==> src/rtl/duck_game_pkg.sv <==
// duck_game_pkg: constants and types shared by the duck game blocks.
//   - resolver FSM state encoding (the FLASH state exists only when
//     DUCK_SHOT_FLASH_EN is defined)
//   - default duck sprite size and the screen dimensions used by the drawer
//   - in_span(): half-open interval membership test used by the hit test
package duck_game_pkg;

  localparam int SCREEN_W       = 640;
  localparam int SCREEN_H       = 480;
  localparam int DUCK_W_DEFAULT = 46;
  localparam int DUCK_H_DEFAULT = 40;

`ifdef DUCK_SHOT_FLASH_EN
  typedef enum logic [2:0] {
    ST_IDLE    = 3'd0,
    ST_ARMING  = 3'd1,
    ST_FIRE    = 3'd2,
    ST_FLASH   = 3'd3,
    ST_RELEASE = 3'd4
  } state_t;
`else
  typedef enum logic [2:0] {
    ST_IDLE    = 3'd0,
    ST_ARMING  = 3'd1,
    ST_FIRE    = 3'd2,
    ST_RELEASE = 3'd4
  } state_t;
`endif

  // True when lo <= pt < lo + len, all operands 12-bit signed.
  function automatic logic in_span(input logic signed [11:0] lo,
                                   input logic signed [11:0] pt,
                                   input logic signed [11:0] len);
    logic signed [11:0] hi;
    hi = lo + len;
    return (pt >= lo) && (pt < hi);
  endfunction

endpackage

==> src/rtl/duck_shot_resolver_if.sv <==
// duck_shot_if: bundle of the resolver's game-side signals.
//   inputs to resolver : trigger, aim_x[9:0], aim_y[9:0], duck_x[10:0] (signed),
//                        duck_y[9:0] (signed), vcount[9:0]
//   outputs of resolver: collision, flash, score[7:0], ammo[1:0], busy
//   modport slave  : the resolver side
//   modport master : the side driving trigger/positions and consuming results
interface duck_shot_if;
  logic        trigger;
  logic [9:0]  aim_x;
  logic [9:0]  aim_y;
  logic [10:0] duck_x;
  logic [9:0]  duck_y;
  logic [9:0]  vcount;
  logic        collision;
  logic        flash;
  logic [7:0]  score;
  logic [1:0]  ammo;
  logic        busy;

  modport slave (
    input  trigger, aim_x, aim_y, duck_x, duck_y, vcount,
    output collision, flash, score, ammo, busy
  );

  modport master (
    output trigger, aim_x, aim_y, duck_x, duck_y, vcount,
    input  collision, flash, score, ammo, busy
  );
endinterface

==> src/rtl/duck_shot_resolver_trigger_debouncer.sv <==
// trigger_debouncer: 2-flop synchronizer plus debounce counter for the raw
// trigger button.
//   clk, reset (async active-low)
//   trigger     : raw button level
//   arm         : high while the resolver is in its ARMING state; the counter
//                 runs only then and clears otherwise
//   trig_stable : synchronized trigger level, held low after reset until the
//                 button has been seen released once (a button held through
//                 reset never counts as a new press)
//   trig_rise   : one-cycle strobe when the level has been held for
//                 DEBOUNCE_CYCLES counts while armed
module trigger_debouncer #(
  parameter int DEBOUNCE_CYCLES = 250000
) (
  input  logic clk,
  input  logic reset,
  input  logic trigger,
  input  logic arm,
  output logic trig_stable,
  output logic trig_rise
);

  localparam int CW = (DEBOUNCE_CYCLES > 1) ? $clog2(DEBOUNCE_CYCLES) : 1;
  localparam logic [CW-1:0] CNT_LAST = CW'(DEBOUNCE_CYCLES - 1);

  logic [1:0]    sync_r;
  logic [1:0]    fill_r;     // marks when sync_r holds real samples
  logic          released_r;
  logic [CW-1:0] cnt_r;

  assign trig_stable = sync_r[1] & released_r;
  assign trig_rise   = arm & trig_stable & (cnt_r == CNT_LAST);

  // Synchronizer, fill tracker and released-once flag.
  always_ff @(posedge clk or negedge reset) begin
    if (!reset) begin
      sync_r     <= 2'b00;
      fill_r     <= 2'b00;
      released_r <= 1'b0;
    end else begin
      sync_r <= {sync_r[0], trigger};
      fill_r <= {fill_r[0], 1'b1};
      if (fill_r[1] && !sync_r[1]) begin
        released_r <= 1'b1;
      end else begin
        released_r <= released_r;
      end
    end
  end

  // Debounce counter: counts while armed and held, saturating at the last count.
  always_ff @(posedge clk or negedge reset) begin
    if (!reset) begin
      cnt_r <= '0;
    end else if (arm && trig_stable) begin
      if (cnt_r != CNT_LAST) begin
        cnt_r <= cnt_r + CW'(1);
      end else begin
        cnt_r <= cnt_r;
      end
    end else begin
      cnt_r <= '0;
    end
  end

endmodule

==> src/rtl/duck_shot_resolver.sv <==
// duck_shot_resolver: debounces the trigger, hit-tests the crosshair against
// the duck's live bounding box, and keeps score and ammo.
//   clk   : pixel clock
//   reset : asynchronous, active-low
//   bus   : duck_shot_if.slave (trigger, aim, duck position, vcount in;
//           collision, flash, score, ammo, busy out)
// Optional feature: DUCK_SHOT_FLASH_EN adds the FLASH state that holds
// flash high until the next frame start; without it flash is constant 0
// and FIRE goes straight to RELEASE.
module duck_shot_resolver
  import duck_game_pkg::*;
#(
  parameter int DEBOUNCE_CYCLES = 250000,
  parameter int DUCK_W          = DUCK_W_DEFAULT,
  parameter int DUCK_H          = DUCK_H_DEFAULT,
  parameter int AMMO_MAX        = 3,
  parameter int RELOAD_FRAMES   = 60
) (
  input  logic        clk,
  input  logic        reset,
  duck_shot_if.slave  bus
);

  localparam logic signed [11:0] DUCK_W_S   = 12'(DUCK_W);
  localparam logic signed [11:0] DUCK_H_S   = 12'(DUCK_H);
  localparam logic [1:0]         AMMO_FULL  = 2'(AMMO_MAX);
  localparam int                 RW         = (RELOAD_FRAMES > 1) ? $clog2(RELOAD_FRAMES) : 1;
  localparam logic [RW-1:0]      RELOAD_LAST = RW'(RELOAD_FRAMES - 1);

  state_t  state_r, state_nx;
  logic    trig_stable_s, trig_rise_s;
  logic    frame_start_s, fire_s, hit_s;
  logic [9:0]    vcount_prev_r;
  logic [RW-1:0] reload_cnt_r;
  logic          collision_r, busy_r;
  logic [7:0]    score_r;
  logic [1:0]    ammo_r;
  logic signed [11:0] aim_x_e, aim_y_e, duck_x_e, duck_y_e;

  trigger_debouncer #(
    .DEBOUNCE_CYCLES(DEBOUNCE_CYCLES)
  ) u_debouncer (
    .clk        (clk),
    .reset      (reset),
    .trigger    (bus.trigger),
    .arm        (state_r == ST_ARMING),
    .trig_stable(trig_stable_s),
    .trig_rise  (trig_rise_s)
  );

  assign frame_start_s = (bus.vcount == 10'd0) && (vcount_prev_r != 10'd0);
  assign fire_s        = (state_r == ST_FIRE);

  // Aim is unsigned, so it widens with zeros; duck edges are signed.
  assign aim_x_e  = {2'b00, bus.aim_x};
  assign aim_y_e  = {2'b00, bus.aim_y};
  assign duck_x_e = {bus.duck_x[10], bus.duck_x};
  assign duck_y_e = {{2{bus.duck_y[9]}}, bus.duck_y};
  assign hit_s    = in_span(duck_x_e, aim_x_e, DUCK_W_S) &&
                    in_span(duck_y_e, aim_y_e, DUCK_H_S);

  // Shot FSM state register.
  always_ff @(posedge clk or negedge reset) begin
    if (!reset) begin
      state_r <= ST_IDLE;
    end else begin
      state_r <= state_nx;
    end
  end

  // Shot FSM next-state logic.
  always_comb begin
    state_nx = state_r;
    case (state_r)
      ST_IDLE: begin
        if (trig_stable_s) begin
          state_nx = ST_ARMING;
        end else begin
          state_nx = ST_IDLE;
        end
      end
      ST_ARMING: begin
        if (!trig_stable_s) begin
          state_nx = ST_IDLE;
        end else if (trig_rise_s) begin
          // An empty magazine dry-fires: no hit test, no ammo change.
          if (ammo_r != 2'd0) begin
            state_nx = ST_FIRE;
          end else begin
            state_nx = ST_RELEASE;
          end
        end else begin
          state_nx = ST_ARMING;
        end
      end
      ST_FIRE: begin
`ifdef DUCK_SHOT_FLASH_EN
        state_nx = ST_FLASH;
`else
        state_nx = ST_RELEASE;
`endif
      end
`ifdef DUCK_SHOT_FLASH_EN
      ST_FLASH: begin
        if (frame_start_s) begin
          state_nx = ST_RELEASE;
        end else begin
          state_nx = ST_FLASH;
        end
      end
`endif
      ST_RELEASE: begin
        // Holding the trigger never re-fires; it must be let go first.
        if (!trig_stable_s) begin
          state_nx = ST_IDLE;
        end else begin
          state_nx = ST_RELEASE;
        end
      end
      default: begin
        state_nx = ST_IDLE;
      end
    endcase
  end

  // Frame edge detector history.
  always_ff @(posedge clk or negedge reset) begin
    if (!reset) begin
      vcount_prev_r <= 10'd0;
    end else begin
      vcount_prev_r <= bus.vcount;
    end
  end

  // Collision pulse, busy flag, score and ammo (including frame-based reload).
  always_ff @(posedge clk or negedge reset) begin
    if (!reset) begin
      collision_r  <= 1'b0;
      busy_r       <= 1'b0;
      score_r      <= 8'd0;
      ammo_r       <= AMMO_FULL;
      reload_cnt_r <= '0;
    end else begin
      collision_r <= fire_s && hit_s;
      busy_r      <= (state_nx != ST_IDLE);
      if (fire_s) begin
        if (hit_s) begin
          score_r <= (score_r == 8'hFF) ? 8'hFF : (score_r + 8'd1);
          ammo_r  <= AMMO_FULL;
        end else begin
          score_r <= score_r;
          ammo_r  <= ammo_r - 2'd1;
        end
      end else if ((ammo_r == 2'd0) && frame_start_s && (reload_cnt_r == RELOAD_LAST)) begin
        ammo_r <= AMMO_FULL;
      end else begin
        ammo_r <= ammo_r;
      end
      // The reload counter only runs while the magazine is empty.
      if (ammo_r != 2'd0) begin
        reload_cnt_r <= '0;
      end else if (frame_start_s) begin
        if (reload_cnt_r == RELOAD_LAST) begin
          reload_cnt_r <= '0;
        end else begin
          reload_cnt_r <= reload_cnt_r + RW'(1);
        end
      end else begin
        reload_cnt_r <= reload_cnt_r;
      end
    end
  end

`ifdef DUCK_SHOT_FLASH_EN
  logic flash_r;

  // Muzzle flash follows the FLASH state, rising with the collision pulse.
  always_ff @(posedge clk or negedge reset) begin
    if (!reset) begin
      flash_r <= 1'b0;
    end else begin
      flash_r <= (state_nx == ST_FLASH);
    end
  end

  assign bus.flash = flash_r;
`else
  assign bus.flash = 1'b0;
`endif

  assign bus.collision = collision_r;
  assign bus.busy      = busy_r;
  assign bus.score     = score_r;
  assign bus.ammo      = ammo_r;

endmodule

==> src/flat_wrapper.sv <==
// flat-port wrapper written by rule: the top's interface ports become plain ports
module duck_shot_resolver_flat import duck_game_pkg::*;
#(
  parameter int DEBOUNCE_CYCLES = 250000,
  parameter int DUCK_W          = DUCK_W_DEFAULT,
  parameter int DUCK_H          = DUCK_H_DEFAULT,
  parameter int AMMO_MAX        = 3,
  parameter int RELOAD_FRAMES   = 60
)
  (clk, reset, bus_trigger, bus_aim_x, bus_aim_y, bus_duck_x, bus_duck_y, bus_vcount, bus_collision, bus_flash, bus_score, bus_ammo, bus_busy);
  duck_shot_if bus_i ();
  input  logic clk;
  input  logic reset;
  input wire logic [$bits(bus_i.trigger)-1:0] bus_trigger;
  input wire logic [$bits(bus_i.aim_x)-1:0] bus_aim_x;
  input wire logic [$bits(bus_i.aim_y)-1:0] bus_aim_y;
  input wire logic [$bits(bus_i.duck_x)-1:0] bus_duck_x;
  input wire logic [$bits(bus_i.duck_y)-1:0] bus_duck_y;
  input wire logic [$bits(bus_i.vcount)-1:0] bus_vcount;
  output wire logic [$bits(bus_i.collision)-1:0] bus_collision;
  output wire logic [$bits(bus_i.flash)-1:0] bus_flash;
  output wire logic [$bits(bus_i.score)-1:0] bus_score;
  output wire logic [$bits(bus_i.ammo)-1:0] bus_ammo;
  output wire logic [$bits(bus_i.busy)-1:0] bus_busy;
  assign bus_i.trigger = bus_trigger;
  assign bus_i.aim_x = bus_aim_x;
  assign bus_i.aim_y = bus_aim_y;
  assign bus_i.duck_x = bus_duck_x;
  assign bus_i.duck_y = bus_duck_y;
  assign bus_i.vcount = bus_vcount;
  assign bus_collision = bus_i.collision;
  assign bus_flash = bus_i.flash;
  assign bus_score = bus_i.score;
  assign bus_ammo = bus_i.ammo;
  assign bus_busy = bus_i.busy;
  duck_shot_resolver #(.DEBOUNCE_CYCLES(DEBOUNCE_CYCLES), .DUCK_W(DUCK_W), .DUCK_H(DUCK_H), .AMMO_MAX(AMMO_MAX), .RELOAD_FRAMES(RELOAD_FRAMES)) u_core (.clk(clk), .reset(reset), .bus(bus_i));
endmodule
==> config.mk <==
export PLATFORM = sky130hd
export DESIGN_NAME = duck_shot_resolver_flat
export DESIGN_NICKNAME = d
export VERILOG_FILES = /design/src/rtl/duck_game_pkg.sv /design/src/rtl/duck_shot_resolver_if.sv /design/src/rtl/duck_shot_resolver_trigger_debouncer.sv /design/src/rtl/duck_shot_resolver.sv /design/src/flat_wrapper.sv
export SDC_FILE = /design/constraint.sdc
export NUM_CORES = 1
export LEC_CHECK = 0
export ABC_AREA = 1
export CAP_MARGIN = 10
export CORE_ASPECT_RATIO = 2
export CORE_UTILIZATION = 40
export DETAILED_ROUTE_END_ITERATION = 10
export HOLD_SLACK_MARGIN = 0.02
export PLACE_DENSITY = 0.71
export SLEW_MARGIN = 15
export SYNTH_ARGS = -nofsm -noshare
export SYNTH_HDL_FRONTEND = slang
export SYNTH_SLANG_ARGS = --single-unit
==> constraint.sdc <==
create_clock -name clk -period 2.22 [get_ports clk]
set_input_delay 0.333 -clock clk [delete_from_list [all_inputs] [get_ports clk]]
set_output_delay 0.333 -clock clk [all_outputs]
set_load 0.1 [all_outputs]
==> flow_summary.json <==
{
  "worst_setup_skew_after_layout_ns": 0.00522,
  "rsz_0062_raised_after_global_routing": "true",
  "max_slew.worst_pin.slew_ns": 0.667,
  "postSynthCellCount": 517,
  "h_tree_depth": 2,
  "setup-tns-final_ns": 0,
  "tritoncts.num_buffers": 5,
  "tritoncts": "done",
  "global_route_wire_length_before_repair_microns": 15700,
  "route.detailed.wl_per_inst_microns": 12.2,
  "critPathKind": "input port to flop",
  "dominantRegCellSynth": "sky130_fd_sc_hd__dfrtp_1",
  "syn_area_per_cell_sq_um": 7.64,
  "hold_removal_path_class": "input port to async pin",
  "io_buffer_count": 65,
  "n_fill_cell": 900,
  "worst_path_max_delay_cell": "sky130_fd_sc_hd__ha_1",
  "synth-async-reset-ratio_pct": 100,
  "detail_route.first_pass.iterations": 4,
  "std_cell_rows": 51,
  "antenna_cells": 0,
  "syn2layout_area_growth_pct": 35.5,
  "finalCoreUtilization_pct": 55.5,
  "grt_start_max_net_pins": 55,
  "die_area_sq_um": 10300,
  "post_drt_via_cell_ratio": 4.95,
  "power.ir.vdd_worst_mv": 0.438,
  "pin_count": 67,
  "clock_latency_ns": 0.29,
  "power.density_nw_per_um2": 456,
  "ctsRootBufferMaster": "sky130_fd_sc_hd__clkbuf_16",
  "crit_path_max_incr_delay_ns": 0.32,
  "globalRouteTotalUtil_pct": 18.9,
  "place.detailed.hpwl_microns": 7470,
  "core-area_sq_um": 9640,
  "die_h_microns": 143,
  "timing.critical_path.from_type": "input port",
  "initial_antenna_violation_count": 0,
  "critical_path_required_ns": 2.40,
  "cap_viol_max_count": 0,
  "path_cells": "buf_8, ha_4, o21ai_4, nor3_2, xor2_1, ha_1, a21oi_2, a21boi_4, nand3_4, nor2_4, nand4_4, nand2_2, nand2_1",
  "yosys_synthesis_warning_count": 0,
  "fin_crit_sh_pct": 95.2,
  "drcViolationCount": 0,
  "place_congestion": 0.838,
  "gr_overflow_total": 0,
  "worst_hold_slack_ns": 0.158,
  "yosys_register_bits": 54,
  "cp.arrival_ns": 2.30,
  "report.final.setup_viol": 0,
  "achievable-frequency_ghz": 0.473,
  "fin_nets": 725,
  "dr_total_vias": 3764,
  "final_hold_viols": 0,
  "period_minus_slack_ns": 2.11,
  "wirelength_microns": 9300,
  "share_of_synthesized_area_occupied_by_flip_flops_and_latches_pct": 34.3,
  "edff_count_synth": 0,
  "cts-hold-fix-buffers": 0,
  "synth_area_sq_um": 3950,
  "timing.max_slew.rel_slack_pct": 55.5,
  "cellLeakagePower_nw": 2.67,
  "cts.sink_count": 54,
  "drtAntennaViolNets": 0,
  "synth_cell_types": 40,
  "endpoint_kind": "flop",
  "grt_pass1_vias": 3756,
  "initial_utilization_pct": 41.0,
  "placed_cells": 746,
  "crit_path_max_fanout": 5,
  "finalNonFillerCells": 761,
  "final-max-slew-violation-count": 0,
  "cts.reportedPaths.clkPinSlew_ns": 0.07,
  "layout_cell_share_with_drive_strength_beyond_1_pct": 21.5,
  "status": "finished clean",
  "cts.path.max_buffers": 2,
  "power.total_w": 0.00244,
  "drt_iter0_markers": 146,
  "synth_nets": 614,
  "fp.dieW_microns": 72.3
}
cell usage after synthesis (3+ instances only):
| cell type | n | area (sq um) |
|---|---|---|
| sky130_fd_sc_hd__nand2_1 | 130 | 488 |
| sky130_fd_sc_hd__inv_2 | 15 | 56.3 |
| sky130_fd_sc_hd__nand3_1 | 20 | 100 |
| sky130_fd_sc_hd__nand3b_1 | 3 | 22.5 |
| sky130_fd_sc_hd__xnor2_1 | 4 | 35.0 |
| sky130_fd_sc_hd__dfrtp_1 | 52 | 1300 |
| sky130_fd_sc_hd__nor3_4 | 3 | 48.8 |
| sky130_fd_sc_hd__nor2_2 | 5 | 31.3 |
| sky130_fd_sc_hd__a21oi_1 | 19 | 95.1 |
| sky130_fd_sc_hd__or2_1 | 4 | 25.0 |
| sky130_fd_sc_hd__a31oi_1 | 4 | 25.0 |
| sky130_fd_sc_hd__o21ai_0 | 15 | 75.1 |
| sky130_fd_sc_hd__nand4_1 | 23 | 144 |
| sky130_fd_sc_hd__nor2_1 | 39 | 146 |
| sky130_fd_sc_hd__nor3_1 | 5 | 25.0 |
| sky130_fd_sc_hd__inv_1 | 74 | 278 |
| sky130_fd_sc_hd__ha_1 | 43 | 538 |
| sky130_fd_sc_hd__nor4_1 | 5 | 31.3 |
| sky130_fd_sc_hd__xor2_1 | 15 | 131 |
| sky130_fd_sc_hd__o21ai_1 | 9 | 45.0 |
stage by stage:
step | cell area [sq um] | setup WS (ns)
after CTS | 5270 | 0.000816
after global routing | 5350 | -0.0103
after global placement | 4970 | -0.603
after floorplan | 3950 | 0.0148
after detailed placement | 4970 | -0.702
final | 5350 | 0.106
cells by family after synthesis:
kind of cell	share of synthesized area, %
buffers and inverters	8.78
AOI/OAI and AO/OA	7.98
DFF	34.3
other	0.190
adders and majority gates	13.6
xor gates and xnor gates	4.21
and+or+nand+nor	30.9
worst paths after layout:
| path | from | endpoint | slack [ns] | cells after the start |
|---|---|---|---|---|
| setup / recovery | bus_duck_y[3] | u_core.bus.score[1]$_DFFE_PN0P_ | 0.11 | 13 |
| hold / removal | reset | u_core.reload_cnt_r[3]$_DFFE_PN0P_ | 0.16 | 2 |
| setup reg to reg | u_core.u_debouncer.cnt_r[0]$_DFFE_PN0P_ | u_core.u_debouncer.cnt_r[14]$_DFFE_PN0P_ | 0.42 | 12 |
| hold reg to reg | u_core.u_debouncer.sync_r[0]$_DFF_PN0_ | u_core.u_debouncer.sync_r[1]$_DFF_PN0_ | 0.35 | 0 |
| max in group asynchronous | reset | u_core.u_debouncer.cnt_r[6]$_DFFE_PN0P_ | 1.62 | 2 |
| min in group clk | u_core.u_debouncer.sync_r[0]$_DFF_PN0_ | u_core.u_debouncer.sync_r[1]$_DFF_PN0_ | 0.35 | 0 |
area by class of cell:
class	instances	area, sq um	area share (%)
flip-flops and latches	54	1350	25.3
repair buffers	105	927	17.3
inverters	89	337	6.29
well taps	132	165	3.09
clock buffers	6	139	2.60
multi-input cells	373	2410	45.1
clock inverters	2	16.3	0.304
worst max-delay path: cells and delay by family:
kind | cells | cell delay (ns)
XOR/XNOR | 1 | 0.16
AND/OR/NAND/NOR | 6 | 0.71
AO/OA/AOI/OAI | 3 | 0.51
adder cells (fa/ha/maj) | 2 | 0.48
buffers and inverters | 1 | 0.10
state kept, by name, indices dropped and copies added (netlist names):
signal and flops:
u_core.state_r 3, u_core.bus.score 8, u_core.u_debouncer.fill_r 2, u_core.u_debouncer.released_r 1
u_core.bus.busy 1, u_core.bus.collision 1, u_core.reload_cnt_r 6, u_core.vcount_prev_r 10
u_core.u_debouncer.sync_r 2, u_core.bus.ammo 2, u_core.u_debouncer.cnt_r 18
layer usage:
layer / GRT usage [%] / up-vias / share of wire (%)
met2: 37.6 / 86 / 58
met5: 0 / - / 0
li1: - / 1897 / -
met1: 18.5 / 1760 / 36
met4: 7.53 / 0 / 2.8
met3: 3.05 / 21 / 3.7
power breakdown:
group / switching [W] / total [W] / internal (W)
registers: 0.0000123 / 0.00102 / 0.00101
clock network: 0.000350 / 0.000803 / 0.000453
logic: 0.000330 / 0.000615 / 0.000286
cells in the final DEF (no fill, tap or decap), types with 5 or more instances in the layout:
cell                                n
sky130_fd_sc_hd__clkdlybuf4s50_1   38
sky130_fd_sc_hd__nand4_1           23
sky130_fd_sc_hd__nand2_1          119
sky130_fd_sc_hd__nor4_1             5
sky130_fd_sc_hd__ha_1              39
sky130_fd_sc_hd__xor2_1            14
sky130_fd_sc_hd__nor2_2             5
sky130_fd_sc_hd__clkbuf_16          5
sky130_fd_sc_hd__nand3_1           19
sky130_fd_sc_hd__o21ai_1           10
sky130_fd_sc_hd__nand2_2           12
sky130_fd_sc_hd__dlygate4sd2_1      5
sky130_fd_sc_hd__o21ai_0           13
sky130_fd_sc_hd__dfrtp_1           52
sky130_fd_sc_hd__inv_1             67
sky130_fd_sc_hd__nor2_1            39
sky130_fd_sc_hd__buf_4             50
sky130_fd_sc_hd__a21oi_1           16
sky130_fd_sc_hd__inv_2             21
repair_timing:
item | CTS | global route
gates resized for setup | 39 | 32
hold endpoints to repair | 0 | 0
gates cloned | 1 | 0
setup buffers | 4 | 2
pin swaps | 28 | 34
setup endpoints to repair | 11 | 11
Note: power is estimated with default switching activity, not from simulation.
